File: src/rtl/md_seq.sv
// Multiply/divide sequencer for the EX stage: launches the external multiplier
// or divider, stalls the front of the pipe while the op runs, and holds the HI/LO result.
module md_seq #(
    parameter int MUL_LAT = 2
) (
    input  logic        clk,
    input  logic        rst,
    input  logic        flush,
    input  logic        op_valid,
    input  logic [4:0]  op,
    input  logic [31:0] src1,
    input  logic [31:0] src2,
    input  logic        advance,
    output logic        mul_signed,
    output logic [31:0] mul_ina,
    output logic [31:0] mul_inb,
    input  logic [63:0] mul_result,
    output logic        div_start,
    output logic        div_annul,
    output logic        div_signed,
    output logic [31:0] div_op1,
    output logic [31:0] div_op2,
    input  logic        div_ready,
    input  logic [63:0] div_result,
    output logic        stallreq,
    output logic        res_valid,
    output logic [31:0] res_hi,
    output logic [31:0] res_lo,
    output logic        busy
);

    typedef enum logic [1:0] {
        IDLE     = 2'd0,
        MUL_WAIT = 2'd1,
        DIV_WAIT = 2'd2,
        DONE     = 2'd3
    } state_t;

    localparam logic [2:0] CNT_LOAD = 3'(MUL_LAT - 1);

    state_t      state_q, state_d;
    logic [2:0]  cnt_q, cnt_d;
    logic        first_q, first_d;
    logic        busy_q, busy_d;
    logic [31:0] res_hi_q, res_hi_d;
    logic [31:0] res_lo_q, res_lo_d;
    logic [31:0] mul_ina_q, mul_ina_d;
    logic [31:0] mul_inb_q, mul_inb_d;
    logic        mul_signed_q, mul_signed_d;
    logic [31:0] div_op1_q, div_op1_d;
    logic [31:0] div_op2_q, div_op2_d;
    logic        div_signed_q, div_signed_d;

    logic        op_one_hot;
    logic        is_mul;
    logic        is_div;
    logic        stall_c;
    logic        annul_c;

    // op is {mul, mult, multu, div, divu}; anything but exactly one bit is a no-op
    always_comb begin
        op_one_hot = (op != 5'd0) && ((op & (op - 5'd1)) == 5'd0);
        is_mul     = op_one_hot && (|op[4:2]);
        is_div     = op_one_hot && (|op[1:0]);
    end

    always_comb begin
        state_d      = state_q;
        cnt_d        = cnt_q;
        first_d      = 1'b0;
        res_hi_d     = res_hi_q;
        res_lo_d     = res_lo_q;
        mul_ina_d    = mul_ina_q;
        mul_inb_d    = mul_inb_q;
        mul_signed_d = mul_signed_q;
        div_op1_d    = div_op1_q;
        div_op2_d    = div_op2_q;
        div_signed_d = div_signed_q;
        stall_c      = 1'b0;
        annul_c      = 1'b0;

        case (state_q)
            IDLE: begin
                if (!flush && op_valid) begin
                    if (is_mul) begin
                        mul_ina_d    = src1;
                        mul_inb_d    = src2;
                        mul_signed_d = op[4] | op[3];
                        cnt_d        = CNT_LOAD;
                        state_d      = MUL_WAIT;
                        stall_c      = 1'b1;
                    end else if (is_div) begin
                        stall_c = 1'b1;
                        if (src2 != 32'd0) begin
                            div_op1_d    = src1;
                            div_op2_d    = src2;
                            div_signed_d = op[1];
                            first_d      = 1'b1;
                            state_d      = DIV_WAIT;
                        end else begin
                            // Divide by zero never reaches the divider
                            res_hi_d = src1;
                            res_lo_d = 32'hFFFF_FFFF;
                            state_d  = DONE;
                        end
                    end
                end
            end
            MUL_WAIT: begin
                if (flush) begin
                    state_d = IDLE;
                end else begin
                    stall_c = 1'b1;
                    if (cnt_q == 3'd0) begin
                        res_hi_d = mul_result[63:32];
                        res_lo_d = mul_result[31:0];
                        state_d  = DONE;
                    end else begin
                        cnt_d = cnt_q - 3'd1;
                    end
                end
            end
            DIV_WAIT: begin
                if (flush) begin
                    annul_c = 1'b1;
                    state_d = IDLE;
                end else if (div_ready) begin
                    res_hi_d = div_result[63:32];
                    res_lo_d = div_result[31:0];
                    state_d  = DONE;
                end else begin
                    stall_c = 1'b1;
                end
            end
            DONE: begin
                if (flush || advance) begin
                    state_d = IDLE;
                end
            end
            default: begin
                state_d = IDLE;
            end
        endcase

        busy_d = (state_d != IDLE);
    end

    always_ff @(posedge clk) begin
        if (rst) begin
            state_q      <= IDLE;
            cnt_q        <= 3'd0;
            first_q      <= 1'b0;
            busy_q       <= 1'b0;
            res_hi_q     <= 32'd0;
            res_lo_q     <= 32'd0;
            mul_ina_q    <= 32'd0;
            mul_inb_q    <= 32'd0;
            mul_signed_q <= 1'b0;
            div_op1_q    <= 32'd0;
            div_op2_q    <= 32'd0;
            div_signed_q <= 1'b0;
        end else begin
            state_q      <= state_d;
            cnt_q        <= cnt_d;
            first_q      <= first_d;
            busy_q       <= busy_d;
            res_hi_q     <= res_hi_d;
            res_lo_q     <= res_lo_d;
            mul_ina_q    <= mul_ina_d;
            mul_inb_q    <= mul_inb_d;
            mul_signed_q <= mul_signed_d;
            div_op1_q    <= div_op1_d;
            div_op2_q    <= div_op2_d;
            div_signed_q <= div_signed_d;
        end
    end

    // Reset masks every control output in the same cycle, including a pending annul
    assign stallreq   = stall_c && !rst;
    assign div_annul  = annul_c && !rst;
    assign div_start  = (state_q == DIV_WAIT) && first_q && !rst;
    assign res_valid  = (state_q == DONE) && !rst;
    assign busy       = busy_q && !rst;

    assign res_hi     = res_hi_q;
    assign res_lo     = res_lo_q;
    assign mul_ina    = mul_ina_q;
    assign mul_inb    = mul_inb_q;
    assign mul_signed = mul_signed_q;
    assign div_op1    = div_op1_q;
    assign div_op2    = div_op2_q;
    assign div_signed = div_signed_q;

endmodule

File: config.mk
export PLATFORM = sky130hd
export DESIGN_NAME = md_seq
export DESIGN_NICKNAME = d
export VERILOG_FILES = /design/src/rtl/md_seq.sv
export SDC_FILE = /design/constraint.sdc
export NUM_CORES = 1
export LEC_CHECK = 0
export CAP_MARGIN = 15
export CORE_UTILIZATION = 35
export CTS_CLUSTER_SIZE = 12
export DETAILED_ROUTE_END_ITERATION = 8
export PLACE_DENSITY = 0.67
export SYNTH_ARGS = -nofsm -noshare
export SYNTH_HDL_FRONTEND = slang
export SYNTH_SLANG_ARGS = --single-unit
export TNS_END_PERCENT = 10
File: constraint.sdc
create_clock -name clk -period 2.7 [get_ports clk]
set_input_delay 0.54 -clock clk [delete_from_list [all_inputs] [get_ports clk]]
set_output_delay 0.54 -clock clk [all_outputs]
set_load 0.005 [all_outputs]
==> impl_metrics.toml, run 1 <==
[sta]
slew_violations = 0
hold_viol = 0
post-route-period-util_pct = 95.4
rsz0062_at_grt = "no"
holdWs_ps = 345
clock_skew_ps = 9.12
fin_crit_ps = 2570
maxSlewHeadroom_pct = 41.5
clock.fmax_ghz = 0.388
finalSetupViolCount = 0
tightestPinTransition_ps = 877

[worst_setup_path]
crit_family = "buffers and inverters"
critPathSlowestCell = "clkdlybuf4s50_1"
crit_chain = "clkdlybuf4s50_1 -> xor2_1 -> o21ai_0 -> o31a_1 -> o22a_1 -> nor3_2 -> clkbuf_2"
critical_path_buf_inv_count = 2
worstSetupPathDepth = 7
critPathCaptureType = "output port"
reg2reg_to = "res_lo[11]$_SDFFE_PP0P_"
cp.arrival_ps = 2030
path_max_fanout = 3
cpPeakStageDelay_ps = 520
startpoint_type = "input pin"
reg2reg_from = "state_q[1]$_SDFF_PP0_"
endpoint = "stallreq"
crit_type = "input pin to output port"
ff2ff_setup_slack_ps = 470
crit_required_ps = 2160
reg2reg_depth = 7
startpoint = "op[2]"

[clocking]
root_buffer = "clkbuf_16"
htree_levels = 1
clk_pin_slew_ps = 60
clock-sinks = 201
cts_made_buffers = 24
cts_buffer_depth = 3
clk_latency_ps = 510
tritoncts = "built"

[synth]
async_flop_share_pct = 0
syn-num-nets = 1206
ys_types = 51
synth_seq_cells = 201
synth_edf_count = 0
ys.flop_type = "dfxtp_1"
yosys_warnings = 0
synthCells = 997
avgSynthCellArea_sq_um = 8.91
seq_area_frac_synth_pct = 45.3
netlist_area_sq_um = 8880

[pwr]
peakVddDrop_mv = 0.390
p_total_uw = 7220
leakage_uw = 0.00530
power_density_nw_per_um2 = 501

[finish]
drive_gt1_share_pct = 12.8
fin_nets = 1612
fin_util_pct = 58.6
multiInputGateArea_sq_um = 4460
fill_cells = 2166
seq_area_sq_um = 4020
area_delta_synth_final_pct = 62.4
final_area_sq_um = 14400
diodes = 0

[drt]
drc_errors = 0
wl_microns = 32500
wl_per_cell_microns = 18.6
drtIter0Drc = 539
via_count = 8975
dr.pass1.iters = 5
via_per_inst = 5.15
ant_nets = 0

[global_route]
antenna_found_initial = 0
track_usage_pct = 24.2
grt_max_degree = 145
grt_pass1_vias = 8863
grt_first_pass_wirelength_microns = 49800
grt.overflow.total = 0

[floorplanning]
die_area_sq_um = 26000
ioPinCount = 402
start_util_pct = 36.1
die_width_microns = 161
core_sq_um = 24600
fp.dieH_microns = 161
rows = 57

[placed_design]
hpwl_microns = 23400
io_buffers = 401
gp_congestion = 0.836
placed_area_sq_um = 13600

[job]
max_cap_violations = 0

[outcome]
status = "finished, final reports clean"

[min_path]
min_path_type = "input pin to flop"
-- flip-flops by register name, summed over array words and instances (netlist names) --
signal / count
state_q: 2
mul_inb: 32
div_op1: 32
busy_q: 1
cnt_q: 3
mul_ina: 32
res_hi: 32
first_q: 1
mul_signed: 1
res_lo: 32
div_op2: 32
div_signed: 1
-- layout by cell type, fill, tap and decap left out, types with 4 or more instances in the layout --
| cell | netlist | routed |
|---|---|---|
| clkdlybuf4s50_1 | 0 | 399 |
| dfxtp_1 | 201 | 201 |
| nand2_1 | 129 | 129 |
| nor2_1 | 102 | 101 |
| a21oi_1 | 73 | 73 |
| mux2i_1 | 65 | 65 |
| a22oi_1 | 64 | 64 |
| buf_4 | 6 | 62 |
| o21ai_0 | 41 | 41 |
| nand2b_1 | 37 | 37 |
| a211oi_1 | 32 | 32 |
| nand3_1 | 32 | 32 |
| a21oi_2 | 28 | 28 |
| a311oi_2 | 28 | 28 |
| clkbuf_16 | 0 | 25 |
| buf_12 | 3 | 12 |
| nor4_1 | 8 | 8 |
| inv_1 | 6 | 6 |
| nor2b_1 | 6 | 6 |
| clkinv_2 | 0 | 6 |
| clkbuf_1 | 69 | 6 |
| a311oi_1 | 5 | 5 |
| nand3b_1 | 4 | 4 |
| clkbuf_8 | 0 | 4 |
-- power breakdown --
part	internal, uW	switching (uW)	leakage, uW	total (uW)
logic	534	393	0.00328	927
registers	3030	33.7	0.00162	3060
clock network	1990	1250	0.000396	3240
-- layout make-up --
type | count | area share [%]
Sequential cell | 201 | 27.9
Tap cell | 324 | 2.81
Timing Repair Buffer | 475 | 32.7
Inverter | 6 | 0.156
Clock buffer | 35 | 4.88
Multi-Input combinational cell | 695 | 30.9
Clock inverter | 8 | 0.625
-- worst reg2reg max path: cells and delay by family, from the launching register on --
| family | cells | cell delay [ps] |
|---|---|---|
| AND/OR/NAND/NOR | 1 | 260 |
| adder cells (fa/ha/maj) | 1 | 220 |
| AO/OA/AOI/OAI | 2 | 510 |
| buffers and inverters | 3 | 620 |
| flip-flops | 1 | 470 |
-- per-layer routing --
metal,track usage [%],up-vias,share of wire [%]
met2,42.8,336,49
met1,28.6,4229,40
met5,0,-,0
met4,6.78,0,2.4
met3,6.65,51,8.3
li1,-,4359,-
-- Yosys cell counts, types with 11 or more instances --
library cell,number,area [sq um]
a21oi_1,73,365
dfxtp_1,201,4020
mux2i_1,65,651
nor2_1,102,383
a211oi_1,32,240
a311oi_2,28,420
a21oi_2,28,245
clkbuf_1,69,259
nand2_1,129,484
a22oi_1,64,480
nand3_1,32,160
nand2b_1,37,231
o21ai_0,41,205
buf_2,11,55.1
-- stage by stage --
| step | TNS [ps] | cells | setup WS [ps] |
|---|---|---|---|
| 2_1_floorplan | 0 | 997 | 371 |
| 3_3_place_gp | -27650 | 1701 | -349 |
| 3_5_place_dp | -27750 | 1701 | -368 |
| 4_1_cts | 0 | 1744 | 40.0 |
| 5_1_grt | 0 | 1744 | 5.24 |
| 6_report | 0 | 1744 | 125 |
-- how the worst min path moves through the flow --
stage / cells past startpoint / end / startpoint
finish: 2 / div_op2[11]$_SDFFE_PP0P_ / rst
global route: 2 / div_op2[11]$_SDFFE_PP0P_ / rst
CTS: 2 / div_op2[7]$_SDFFE_PP0P_ / rst
detailed placement: 2 / mul_ina[13]$_SDFFE_PP0P_ / mul_ina[13]$_SDFFE_PP0P_
global placement: 2 / mul_ina[11]$_SDFFE_PP0P_ / mul_ina[11]$_SDFFE_PP0P_
floorplan: 2 / cnt_q[1]$_SDFFE_PP0P_ / cnt_q[1]$_SDFFE_PP0P_
-- kinds of logic after synthesis --
| group | Yosys count | synth area share (%) |
|---|---|---|
| buffers and inverters | 101 | 5.44 |
| adder cells (fa/ha/maj) | 6 | 0.846 |
| AND/OR/NAND/NOR | 332 | 16.6 |
| flip-flops | 201 | 45.3 |
| XOR/XNOR | 3 | 0.296 |
| multiplexers | 65 | 7.33 |
| AO/OA/AOI/OAI | 289 | 24.2 |
-- what timing repair did --
item | in CTS | in global routing
resized for setup | 3 | 4
endpoints found under the setup margin | 1 | 2
setup buffers | 0 | 0
hold buffers | 0 | 0
Power figures use the tool's default switching activity.
==> run 2: changes to the inputs <==
--- a/config.mk
+++ b/config.mk
@@ -7,6 +7,7 @@
 export LEC_CHECK = 0
 export CAP_MARGIN = 15
 export CORE_UTILIZATION = 35
+export CTS_CLUSTER_DIAMETER = 50
 export CTS_CLUSTER_SIZE = 12
 export DETAILED_ROUTE_END_ITERATION = 8
 export PLACE_DENSITY = 0.67
==> run 2 against run 1 <==
Combinational power hardly changed. Worst hold slack worse by 24 ps. Register-to-register slack gained 20 ps. Utilization is 0.72 points higher. Sequential power about the same. Clock power grew 14%. Sequential share of layout area is 0.34 points lower. Critical path type is now flop to output port. Highest routed layer unchanged.
==> impl_metrics.toml, run 2 (same netlist as run 1, synthesis figures left out) <==
[outcome]
status = "finished, final reports clean"

[finish]
drive_gt1_share_pct = 13.6
diodes = 0
fill_cells = 2141
area_delta_synth_final_pct = 64.4
final_cell_mix = "395 x clkdlybuf4s50_1, 201 x dfxtp_1, 129 x nand2_1, 101 x nor2_1, 73 x a21oi_1"
fin_nets = 1616
mostFrequentLayoutCell = "clkdlybuf4s50_1"
final_area_sq_um = 14600

[placed_design]
hpwl_microns = 23400
placed_area_sq_um = 13600
io_buffers = 401
gp_congestion = 0.836

[clocking]
root_buffer = "clkbuf_16"
tritoncts = "built"
clock-sinks = 201
cts-resized-gates = 4
cts_hold_buf = 0
cts_made_buffers = 28
htree_levels = 1
post_cts_buffers = 0
clk_latency_ps = 530
clk_pin_slew_ps = 60
cts_buffer_depth = 3

[drt]
via_count = 8899
dr.pass1.iters = 5
wl_per_cell_microns = 18.4
ant_nets = 0
drc_errors = 0
drtIter0Drc = 595
wl_microns = 32300
via_per_inst = 5.08

[sta]
clock.fmax_ghz = 0.388
post-route-period-util_pct = 95.6
fin_crit_ps = 2580
tns_ps = 0
hold_viol = 0
clock_skew_ps = 15.8
tightestPinTransition_ps = 873
maxSlewHeadroom_pct = 41.8
rsz0062_at_grt = "no"
finalSetupViolCount = 0
slew_violations = 0

[global_route]
grt_max_degree = 145
track_usage_pct = 24.1
grt.overflow.total = 0
grt_pass1_vias = 8856
antenna_found_initial = 0
grt_first_pass_wirelength_microns = 49500

[min_path]
min_path_type = "input pin to flop"
holdPathEnd = "div_op2[11]$_SDFFE_PP0P_"
holdPathStages = 2
hold_start = "rst"

[floorplanning]
die_area_sq_um = 26000
fp.dieH_microns = 161
rows = 57
start_util_pct = 36.1
ioPinCount = 402
core_sq_um = 24600
die_width_microns = 161

[worst_setup_path]
startpoint_type = "flop"
ff2ff_setup_slack_ps = 490
cp.arrival_ps = 2040
critPathCaptureType = "output port"
reg2reg_from = "state_q[1]$_SDFF_PP0_"
path_max_fanout = 7
reg2reg_to = "res_lo[11]$_SDFFE_PP0P_"
crit_type = "flop to output port"
crit_required_ps = 2160
reg2reg_depth = 7

[pwr]
leakage_uw = 0.00540
peakVddDrop_mv = 0.393
power_density_nw_per_um2 = 526

[job]
max_cap_violations = 0
## run 2: cell count changes in the layout (fill, tap and decap cells not counted), moves of 2 or more
cell	before	now
clkdlybuf4s50_1	399	395
clkinvlp_4	0	6
clkbuf_16	25	29
inv_8	0	2
dlymetal6s2s_1	0	4
clkbuf_1	6	2
clkinv_4	0	2
## run 2: metal layers
| layer | track usage, % | up-vias | share of wire (%) |
|---|---|---|---|
| met3 | 6.70 | 59 | 8.0 |
| met5 | 0 | - | 0 |
| met1 | 28.6 | 4152 | 41 |
| li1 | - | 4366 | - |
| met4 | 7.63 | 0 | 3.2 |
| met2 | 42.1 | 322 | 48 |
## run 2: critical path, stage by stage (launching register included)
cell and delay [ps]:
dfxtp_1 470, ha_2 340, nor2b_1 150, clkdlybuf4s50_1 560
## run 2: worst max-delay path by stage
stage / start / end / slack [ps]
after global placement: src2[26] / res_lo[6]$_SDFFE_PP0P_ / -350
after CTS: op[2] / stallreq / 40
after floorplan: op[3] / res_lo[12]$_SDFFE_PP0P_ / 370
after global routing: state_q[0]$_SDFF_PP0_ / div_start / 20
after detailed placement: op[3] / res_lo[0]$_SDFFE_PP0P_ / -370
final: state_q[1]$_SDFF_PP0_ / res_valid / 120
## run 2: power breakdown
part	switching, uW	internal, uW	total, uW
Clock	1430	2250	3690
Sequential	33.5	3030	3060
Combinational	391	534	925
Total	1860	5810	7670
## run 2: final cells by class
type	instances	area (sq um)	area share, %
flip-flops and latches	201	4020	27.6
clock buffers	34	774	5.31
well taps	324	405	2.78
inverters	6	22.5	0.154
repair buffers	475	4730	32.4
clock inverters	18	179	1.23
multi-input cells	695	4460	30.5
## run 2: per-stage QoR
step	setup WS, ps	utilization (%)	std cells	total power [uW]	hold slack [ps]
after floorplan	371	-	997	3450	446
after global placement	-349	55.3	1701	4040	441
after detailed placement	-368	55.3	1701	4050	447
after CTS	43.9	59.2	1753	7750	303
after global routing	16.1	59.3	1753	7960	318
final	120	59.3	1753	7670	321
